### config.mk
export PLATFORM = sky130hd
export DESIGN_NAME = decode_scoreboard_flat
export DESIGN_NICKNAME = d
export VERILOG_FILES = /design/src/rtl/decode_scoreboard_if.sv /design/src/rtl/decode_scoreboard.sv /design/src/flat_wrapper.sv
export SDC_FILE = /design/constraint.sdc
export NUM_CORES = 1
export LEC_CHECK = 0
export ABC_AREA = 1
export CORE_ASPECT_RATIO = 1.2
export CORE_MARGIN = 3
export CORE_UTILIZATION = 35
export CTS_BUF_LIST = sky130_fd_sc_hd__clkbuf_8
export CTS_CLUSTER_DIAMETER = 40
export DETAILED_ROUTE_END_ITERATION = 7
export PLACE_DENSITY = 0.55
export SYNTH_ARGS = -nofsm -noshare
export SYNTH_HDL_FRONTEND = slang
export SYNTH_SLANG_ARGS = --single-unit
export TNS_END_PERCENT = 5
### constraint.sdc
create_clock -name clk -period 3.2 [get_ports clk]
set_input_delay 0.64 -clock clk [delete_from_list [all_inputs] [get_ports clk]]
set_output_delay 0.64 -clock clk [all_outputs]
set_load 0.01 [all_outputs]
### src/rtl/decode_scoreboard_if.sv
// ---------------------------------------------------------------------------
// decode_scoreboard_if
// Bundle between the decode stage and the hazard scoreboard.
//   Decode -> scoreboard : issue_valid, issue_we, issue_addr, issue_lat,
//                          rs_addr, rs_used, rt_addr, rt_used, kill, flush
//   Writeback -> board   : wb_valid, wb_addr
//   Scoreboard -> decode : stall (combinational), busy_mask, var_count, wb_err
// The master modport is the decode/writeback side, the slave modport is
// the scoreboard itself.
// ---------------------------------------------------------------------------
interface decode_scoreboard_if #(
    parameter int NUM_REGS  = 32,
    parameter int ADDR_W    = 5,
    parameter int LAT_W     = 3,
    parameter int VAR_CNT_W = 3
) ();
    logic                 issue_valid;
    logic                 issue_we;
    logic [ADDR_W-1:0]    issue_addr;
    logic [LAT_W-1:0]     issue_lat;
    logic [ADDR_W-1:0]    rs_addr;
    logic                 rs_used;
    logic [ADDR_W-1:0]    rt_addr;
    logic                 rt_used;
    logic                 kill;
    logic                 flush;
    logic                 wb_valid;
    logic [ADDR_W-1:0]    wb_addr;
    logic                 stall;
    logic [NUM_REGS-1:0]  busy_mask;
    logic [VAR_CNT_W-1:0] var_count;
    logic                 wb_err;

    modport master (
        output issue_valid, issue_we, issue_addr, issue_lat,
        output rs_addr, rs_used, rt_addr, rt_used,
        output kill, flush, wb_valid, wb_addr,
        input  stall, busy_mask, var_count, wb_err
    );

    modport slave (
        input  issue_valid, issue_we, issue_addr, issue_lat,
        input  rs_addr, rs_used, rt_addr, rt_used,
        input  kill, flush, wb_valid, wb_addr,
        output stall, busy_mask, var_count, wb_err
    );
endinterface

### src/rtl/decode_scoreboard.sv
// ---------------------------------------------------------------------------
// decode_scoreboard
// Register hazard scoreboard for the decode stage. Tracks in-flight writes
// from fixed-latency producers (per-register countdown) and from
// variable-latency producers (per-register pending bit, cleared by a
// writeback handshake).
// Ports:
//   clk  - clock
//   rst  - synchronous active-high reset
//   sb   - decode_scoreboard_if.slave: issue/source/kill/flush/wb inputs,
//          stall (combinational), busy_mask/var_count/wb_err (registered)
// ---------------------------------------------------------------------------
module decode_scoreboard #(
    parameter int NUM_REGS  = 32,
    parameter int ADDR_W    = 5,
    parameter int LAT_W     = 3,
    parameter int MAX_VAR   = 4,
    parameter int VAR_CNT_W = 3
) (
    input  logic              clk,
    input  logic              rst,
    decode_scoreboard_if.slave sb
);

    logic [NUM_REGS-1:0]  var_vec;
    logic [NUM_REGS-1:0]  busy_d;
    logic [NUM_REGS-1:0]  busy_mask_q;
    logic [VAR_CNT_W-1:0] var_count_q;
    logic [VAR_CNT_W-1:0] var_count_d;
    logic                 wb_err_q;
    logic                 wb_err_d;

    logic wb_hit;
    logic rs_pend;
    logic rt_pend;
    logic waw_var;
    logic var_full;
    logic stall;
    logic accept;
    logic accept_var;

    // A writeback that actually retires an outstanding variable op.
    assign wb_hit = sb.wb_valid & (sb.wb_addr != '0) & var_vec[sb.wb_addr];

    always_comb begin
        // Same-cycle writeback bypass: a result returning now is forwardable now.
        rs_pend = (sb.rs_addr != '0) & busy_mask_q[sb.rs_addr]
                  & ~(wb_hit & (sb.wb_addr == sb.rs_addr));
        rt_pend = (sb.rt_addr != '0) & busy_mask_q[sb.rt_addr]
                  & ~(wb_hit & (sb.wb_addr == sb.rt_addr));
        // WAW against an outstanding variable op on the same destination.
        waw_var = sb.issue_we & (sb.issue_addr != '0) & var_vec[sb.issue_addr]
                  & ~(wb_hit & (sb.wb_addr == sb.issue_addr));
        // Unit full, unless a writeback frees a slot in this very cycle.
        var_full = sb.issue_we & (sb.issue_lat == '0)
                   & (var_count_q == VAR_CNT_W'(MAX_VAR)) & ~wb_hit;
        stall = sb.issue_valid & ~sb.kill
                & ((sb.rs_used & rs_pend) | (sb.rt_used & rt_pend) | waw_var | var_full);
        // A flushed cycle never creates a new entry.
        accept = sb.issue_valid & ~stall & ~sb.kill & ~sb.flush
                 & sb.issue_we & (sb.issue_addr != '0);
        accept_var = accept & (sb.issue_lat == '0);
    end

    assign var_vec[0] = 1'b0;
    assign busy_d[0]  = 1'b0;

    genvar gi;
    generate
        for (gi = 1; gi < NUM_REGS; gi++) begin : g_reg
            logic [LAT_W-1:0] cnt_q;
            logic [LAT_W-1:0] cnt_d;
            logic             var_q;
            logic             var_d;
            logic             hit_issue;
            logic             hit_wb;

            always_comb begin
                hit_issue = accept & (sb.issue_addr == ADDR_W'(gi));
                hit_wb    = wb_hit & (sb.wb_addr == ADDR_W'(gi));
                cnt_d = (cnt_q != '0) ? cnt_q - 1'b1 : cnt_q;
                if (sb.flush) begin
                    cnt_d = '0;
                end
                if (hit_issue) begin
                    cnt_d = accept_var ? '0 : sb.issue_lat - 1'b1;
                end
                var_d = var_q;
                if (hit_wb) begin
                    var_d = 1'b0;
                end
                // Issue wins over a same-cycle writeback to the same register.
                if (hit_issue & accept_var) begin
                    var_d = 1'b1;
                end
            end

            always_ff @(posedge clk) begin
                if (rst) begin
                    cnt_q <= '0;
                    var_q <= 1'b0;
                end else begin
                    cnt_q <= cnt_d;
                    var_q <= var_d;
                end
            end

            assign var_vec[gi] = var_q;
            assign busy_d[gi]  = var_d | (cnt_d != '0);
        end
    endgenerate

    always_comb begin
        var_count_d = var_count_q;
        case ({accept_var, wb_hit})
            2'b10:   var_count_d = var_count_q + 1'b1;
            2'b01:   var_count_d = var_count_q - 1'b1;
            default: var_count_d = var_count_q;
        endcase
        // Any writeback that did not retire a variable op is a protocol error.
        wb_err_d = wb_err_q | (sb.wb_valid & ~wb_hit);
    end

    always_ff @(posedge clk) begin
        if (rst) begin
            busy_mask_q <= '0;
            var_count_q <= '0;
            wb_err_q    <= 1'b0;
        end else begin
            busy_mask_q <= busy_d;
            var_count_q <= var_count_d;
            wb_err_q    <= wb_err_d;
        end
    end

    assign sb.stall     = stall;
    assign sb.busy_mask = busy_mask_q;
    assign sb.var_count = var_count_q;
    assign sb.wb_err    = wb_err_q;

endmodule

### src/flat_wrapper.sv
// flat-port wrapper written by rule: the top's interface ports become plain ports
module decode_scoreboard_flat 
#(
    parameter int NUM_REGS  = 32,
    parameter int ADDR_W    = 5,
    parameter int LAT_W     = 3,
    parameter int MAX_VAR   = 4,
    parameter int VAR_CNT_W = 3
)
  (clk, rst, sb_issue_valid, sb_issue_we, sb_issue_addr, sb_issue_lat, sb_rs_addr, sb_rs_used, sb_rt_addr, sb_rt_used, sb_kill, sb_flush, sb_wb_valid, sb_wb_addr, sb_stall, sb_busy_mask, sb_var_count, sb_wb_err);
  decode_scoreboard_if #(.NUM_REGS(NUM_REGS), .ADDR_W(ADDR_W), .LAT_W(LAT_W), .VAR_CNT_W(VAR_CNT_W)) sb_i ();
  input  logic clk;
  input  logic rst;
  input wire logic [$bits(sb_i.issue_valid)-1:0] sb_issue_valid;
  input wire logic [$bits(sb_i.issue_we)-1:0] sb_issue_we;
  input wire logic [$bits(sb_i.issue_addr)-1:0] sb_issue_addr;
  input wire logic [$bits(sb_i.issue_lat)-1:0] sb_issue_lat;
  input wire logic [$bits(sb_i.rs_addr)-1:0] sb_rs_addr;
  input wire logic [$bits(sb_i.rs_used)-1:0] sb_rs_used;
  input wire logic [$bits(sb_i.rt_addr)-1:0] sb_rt_addr;
  input wire logic [$bits(sb_i.rt_used)-1:0] sb_rt_used;
  input wire logic [$bits(sb_i.kill)-1:0] sb_kill;
  input wire logic [$bits(sb_i.flush)-1:0] sb_flush;
  input wire logic [$bits(sb_i.wb_valid)-1:0] sb_wb_valid;
  input wire logic [$bits(sb_i.wb_addr)-1:0] sb_wb_addr;
  output wire logic [$bits(sb_i.stall)-1:0] sb_stall;
  output wire logic [$bits(sb_i.busy_mask)-1:0] sb_busy_mask;
  output wire logic [$bits(sb_i.var_count)-1:0] sb_var_count;
  output wire logic [$bits(sb_i.wb_err)-1:0] sb_wb_err;
  assign sb_i.issue_valid = sb_issue_valid;
  assign sb_i.issue_we = sb_issue_we;
  assign sb_i.issue_addr = sb_issue_addr;
  assign sb_i.issue_lat = sb_issue_lat;
  assign sb_i.rs_addr = sb_rs_addr;
  assign sb_i.rs_used = sb_rs_used;
  assign sb_i.rt_addr = sb_rt_addr;
  assign sb_i.rt_used = sb_rt_used;
  assign sb_i.kill = sb_kill;
  assign sb_i.flush = sb_flush;
  assign sb_i.wb_valid = sb_wb_valid;
  assign sb_i.wb_addr = sb_wb_addr;
  assign sb_stall = sb_i.stall;
  assign sb_busy_mask = sb_i.busy_mask;
  assign sb_var_count = sb_i.var_count;
  assign sb_wb_err = sb_i.wb_err;
  decode_scoreboard #(.NUM_REGS(NUM_REGS), .ADDR_W(ADDR_W), .LAT_W(LAT_W), .MAX_VAR(MAX_VAR), .VAR_CNT_W(VAR_CNT_W)) u_core (.clk(clk), .rst(rst), .sb(sb_i));
endmodule
==> flow_metrics.tcl, run 1 <==
set metrics [dict create \
    status "completed" \
    ys_warn_count 0 \
    rsz0062_at_grt "yes" \
    arrival_ns 2.42 \
    relSlewSlack 0.560 \
    hold_path.class "reg -> reg" \
    cts-buffers-inserted 17 \
    syn2layout_area_growth_pct 30.3 \
    min_from "u_core.sb.wb_err" \
    drtPass1Iterations 5 \
    async_reset_ff_frac 0 \
    grt_usage 0.232 \
    final_hold_viol_count 0 \
    syn_area_per_cell_um2 6.17 \
    peakVddDrop_v 0.000228 \
    avgRoutedWirePerCell_um 15.8 \
    viasPerCell 4.95 \
    maxSlewViolCount 0 \
    yosysTopAreaCell "dfxtp_1" \
    fmax_ghz 0.327 \
    synth.net_count 1957 \
    yosysMostFrequentCell "nand2_1" \
    ys_seq_elements 159 \
    fin_crit_sh 0.955 \
    cts_buffer_depth 2 \
    hold_depth 2 \
    coreArea_um2 31800 \
    place.gp.congestion 0.964 \
    grt-ovfl-total 0 \
    total_leakage_power_nw 7.37 \
    worstRegToRegCells 22 \
    synthTopCellsByArea "dfxtp_1, nand2_1, nor2_1, inv_1, ha_1" \
    finalNonFillerCells 2556 \
    grt_max_degree 57 \
    clock_latency_ns 0.49 \
    seq_area_um2 3180 \
    hold_path_end "u_core.sb.wb_err" \
    power.total_mw 5.14 \
    clock_sinks 159 \
    syn_inst 1859 \
    clkTransAtPathRegs_ns 0.10 \
    grt_pass1_vias 11900 \
    cts_max_level 4 \
    start_kind "input pin" \
    rr_endpoint "u_core.sb.var_count[2]" \
    start_util 0.360 \
    period_minus_slack_ns 3.06 \
    multiInputGateArea_um2 6990 \
    dpl.hpwl_mm 32.0 \
    detail-route-antenna-nets 0 \
    end_kind "primary output" \
    ys_seq_area_frac 0.278 \
    pin_count 69 \
    portBuffers 67 \
    die-area_um2 35000 \
    tritoncts "done" \
    ys.flop_type "dfxtp_1" \
    required_ns 2.56 \
    antenna_found_initial 0 \
    grt_pass1_wl_mm 63.8 \
    drt_iter0_markers 734 \
    cp_max_fo 5 \
    drive_above_1_share 0.187 \
    synth_edf_count 0 \
    final_core_util 0.470 \
    dieWidth_um 171 \
    clock-root-buffer "clkbuf_8" \
    post-route-drc-count 0 \
    holdBufCountCts 0 \
    critPathKind "in -> out" \
    mappedNetlistArea_um2 11500 \
    dp.cells 2522 \
    synth.distinct_cells 34 \
    die_h_um 204 \
    fin_skew_ns 0.0122 \
    yosysTopAreaCellShare 0.278 \
    maxCapViolCount 0 \
    worstMarginPinSlew_ns 0.661 \
    rows 71 \
    setup_viol 0 \
    r2r-start "u_core.sb.busy_mask[17]" \
    p_per_area_nw_per_um2 344 \
    final_nets 2239 \
    routed_wl_mm 40.3 \
    fillerInstances 3436 \
    num_vias 12600 \
    ff2ff_setup_slack_ns 0.35 \
    ys_top_cells_by_count "nand2_1, nor2_1, inv_1, dfxtp_1, a21oi_1" \
]
[layout by cell type (no fill, tap or decap), types with 10 or more instances in the layout]
master,count
a21oi_1,94
buf_12,13
buf_4,265
clkbuf_8,17
clkdlybuf4s50_1,51
dfxtp_1,158
ha_1,65
inv_1,231
inv_2,15
nand2_1,536
nand2_2,10
nand3_1,85
nand4_1,71
nand4_2,10
nor2_1,265
nor2_2,17
nor2_4,16
nor3_1,31
o2111ai_1,12
o21ai_0,84
o31ai_1,18
xnor2_1,25
[routing by layer]
layer	vias up	GRT usage	wire, um
li1	6470	-	-
met1	5817	0.300	18300
met2	305	0.402	19400
met3	54	0.0284	1640
met4	0	0.0742	991
met5	-	0	0
[worst max-delay path: stages]
cell	delay, ns
dlygate4sd2_1	0.28
inv_2	0.16
nand2_1	0.07
inv_1	0.15
nand2_1	0.08
nand3_1	0.08
nand2_1	0.06
nand2_1	0.07
nor2_2	0.05
nand2_2	0.09
nand3_1	0.09
nand2_1	0.11
nand2_4	0.08
nor2_8	0.21
nor3_4	0.05
buf_2	0.14
[through the flow]
stage          setup TNS [ns]  instance area (um2)  worst slack (ns)  hold slack, ns
6_report                    0                14900             0.143           0.487
5_1_grt              -0.00542                14900          -0.00529           0.539
4_1_cts                     0                14900            0.0294           0.489
3_5_place_dp           -71.26                14400            -0.823           0.465
3_3_place_gp           -66.46                14400            -0.860           0.450
2_1_floorplan               0                11500             0.154           0.502
[how the worst max path moves through the flow]
stage | to | depth (start not counted) | slack (ns) | start
2_1_floorplan | sb_stall | 18 | 0.15 | sb_rt_addr[0]
3_3_place_gp | sb_stall | 16 | -0.86 | sb_issue_addr[0]
3_5_place_dp | sb_stall | 16 | -0.82 | sb_issue_addr[0]
4_1_cts | sb_stall | 13 | 0.03 | sb_wb_addr[3]
5_1_grt | sb_stall | 16 | -0.005 | sb_wb_addr[1]
6_report | sb_stall | 16 | 0.14 | sb_wb_addr[1]
[power breakdown]
| part | switching [mW] | internal [mW] | total [mW] |
|---|---|---|---|
| combinational | 0.802 | 0.589 | 1.39 |
| clock | 0.902 | 0.717 | 1.62 |
| sequential | 0.0675 | 2.06 | 2.13 |
| total | 1.77 | 3.37 | 5.14 |
[repair_timing]
item,CTS,global route
setup buffers,1,0
gates resized for setup,35,23
endpoints found under the setup margin,47,43
pin swaps,4,4
[layout make-up]
class | count | share of cell area
Multi-Input combinational cell | 1367 | 0.468
Sequential cell | 159 | 0.213
Inverter | 250 | 0.0632
Clock inverter | 15 | 0.0114
Tap cell | 401 | 0.0336
Timing Repair Buffer | 346 | 0.195
Antenna cell | 1 | 0.000168
Clock buffer | 17 | 0.0157
[sequential cells by signal (all words and copies together), names as in the netlist]
name / flops
u_core.g.var_q: 31
u_core.sb.wb_err: 1
u_core.sb.busy_mask: 31
u_core.g.cnt_q: 93
u_core.sb.var_count: 3
[kinds of logic after synthesis]
logic type / after synthesis / share of synthesized area
AO/OA/AOI/OAI: 217 / 0.103
adder cells (fa/ha/maj): 66 / 0.0727
other: 1 / 0.000327
AND/OR/NAND/NOR: 1052 / 0.403
buffers and inverters: 333 / 0.120
flip-flops: 159 / 0.278
XOR/XNOR: 31 / 0.0237
Power figures use the tool's default switching activity.
==> run 2, diff against run 1 <==
Settings changed: CELL_PAD_IN_SITES_DETAIL_PLACEMENT set to 0, CELL_PAD_IN_SITES_GLOBAL_PLACEMENT set to 1, PLACE_DENSITY 0.55 to 0.72.
==> run 2 against run 1 <==
Sequential share of layout area grew 0.18 points; global-route usage grew 1.5 points; non-clock buffer count shrank 18; power shrank 0.76%; clock skew grew 0.0072 ns; via count shrank 0.51%.
==> flow_metrics.tcl, run 2 (synthesis gave the netlist of run 1 again) <==
set metrics [dict create \
    fmax_ghz 0.323 \
    rsz0062_at_grt "no" \
    cts_max_level 4 \
    fillerInstances 3431 \
    top_register "u_core.g.cnt_q" \
    fin_skew_ns 0.0194 \
    largest_reg_flops 93 \
    clkTransAtPathRegs_ns 0.09 \
    r2r-start "u_core.g_reg[24].var_q" \
    final_nets 2221 \
    critPathKind "in -> out" \
    final_core_util 0.466 \
    layout_common_cells "nand2_1, nor2_1, buf_4, inv_1, dfxtp_1" \
    drtPass1Iterations 5 \
    relSlewSlack 0.649 \
    place.gp.congestion 0.949 \
    holdWs_ns 0.484 \
    required_ns 2.56 \
    dieWidth_um 171 \
    end_kind "primary output" \
    clock_sinks 159 \
    final_common_cell "nand2_1" \
    syn2layout_area_growth_pct 29.1 \
    portBuffers 67 \
    hold_path_end "u_core.sb.wb_err" \
    post-route-drc-count 0 \
    fin_crit_sh 0.968 \
    pin_count 69 \
    cts_buffer_depth 2 \
    p_per_area_nw_per_um2 345 \
    worst_slack_ns 0.103 \
    status "completed" \
    rr_endpoint "u_core.sb.busy_mask[4]" \
    peakVddDrop_v 0.000198 \
    finalSetupTns_ns 0 \
    drive_above_1_share 0.182 \
    grt_pass1_vias 12400 \
    avgRoutedWirePerCell_um 16.7 \
    routed_wl_mm 42.5 \
    num_vias 12600 \
    drt_iter0_markers 902 \
    final_area_um2 14800 \
    tritoncts "done" \
    detail-route-antenna-nets 0 \
    clock-root-buffer "clkbuf_8" \
    start_util 0.360 \
    place_area_um2 14300 \
    grt-ovfl-total 0 \
    viasPerCell 4.96 \
    clock_latency_ns 0.49 \
    hold_path.class "reg -> reg" \
    cp_max_fo 4 \
    worstRegToRegCells 20 \
    place_ws_ns -0.794 \
    start_kind "input pin" \
    maxSlewViolCount 0 \
    holdBufCountCts 0 \
    cts-buffers-inserted 17 \
    arrival_ns 2.46 \
    die_h_um 204 \
    antennaDiodeCount 0 \
    grt_max_degree 89 \
    die-area_um2 35000 \
    coreArea_um2 31800 \
    period_minus_slack_ns 3.10 \
    grt_pass1_wl_mm 67.1 \
    worstMarginPinSlew_ns 0.527 \
    antenna_found_initial 1 \
    min_from "u_core.sb.wb_err" \
    final_hold_viol_count 0 \
    rows 71 \
    total_leakage_power_nw 7.28 \
    setup_viol 0 \
    grt_usage 0.247 \
    maxCapViolCount 0 \
    hold_depth 2 \
    ff2ff_setup_slack_ns 0.31 \
    dpl.hpwl_mm 33.3 \
]
-- run 2: cell count changes in the layout (fill, tap and decap cells not counted), moves of 2 or more --
| cell | delta |
|---|---|
| buf_4 | -18 |
| inv_6 | -5 |
| nor2_2 | +5 |
| clkinv_4 | +4 |
| inv_1 | -4 |
| nor2_1 | -3 |
| clkinvlp_4 | -2 |
| inv_2 | +2 |
| nor2_4 | -2 |
| nor3_2 | +2 |
-- run 2: final cells by class --
class	count	area (um2)	share of cell area
clock buffer	17	234	0.0158
timing repair buffer	328	2800	0.189
clock inverter	15	179	0.0121
multi-input combinational	1367	6970	0.470
tap	401	502	0.0339
inverter	250	946	0.0639
sequential	159	3180	0.215
-- run 2: where the power goes --
part | internal [mW] | switching (mW)
clock | 0.719 | 0.884
sequential | 2.06 | 0.0689
combinational | 0.563 | 0.802
-- run 2: timing repair --
action	CTS	global route
resized for setup	34	25
setup endpoints to repair	39	39
pin swaps	1	2
buffers inserted	2	0
-- run 2: worst max-delay path by stage --
stage,from,to,slack [ns],cells past startpoint
floorplan,sb_rt_addr[0],sb_stall,0.15,18
global placement,sb_issue_addr[0],sb_stall,-0.81,16
detailed placement,sb_issue_addr[0],sb_stall,-0.79,16
CTS,sb_issue_addr[3],sb_stall,0.009,15
global route,sb_rs_addr[3],u_core.sb.busy_mask[9],0.003,18
finish,sb_rt_addr[2],sb_stall,0.10,14
-- run 2: critical path, cell delays in order --
cell	delay [ns]
clkdlybuf4s50_1	0.48
buf_4	0.17
nor2_2	0.11
nand2_1	0.07
nand2_1	0.09
inv_1	0.05
nand2_1	0.05
nand2_1	0.06
a21oi_2	0.18
nand2_1	0.08
nand2_2	0.14
nor2_8	0.07
nor3_2	0.10
buf_2	0.15
-- run 2: layer usage --
layer	track usage	share of wire	wire, um	vias up
met2	0.416	0.47	19800	310
met3	0.0346	0.041	1750	74
met1	0.323	0.46	19600	5775
li1	-	-	-	6421
met4	0.0868	0.032	1340	2
met5	0	0.00031	13	-
-- run 2: stage by stage --
stage / total power, mW / std cells
4_1_cts: 5.14 / 2537
3_5_place_dp: 3.52 / 2503
6_report: 5.10 / 2537
2_1_floorplan: 2.89 / 1859
5_1_grt: 5.38 / 2537
3_3_place_gp: 3.51 / 2503
==> run 3, diff against run 2 <==
Settings changed: SLEW_MARGIN set to 20.
==> results of run 3 <==
The final DEF is identical to that of run 2; final timing and power are the same.
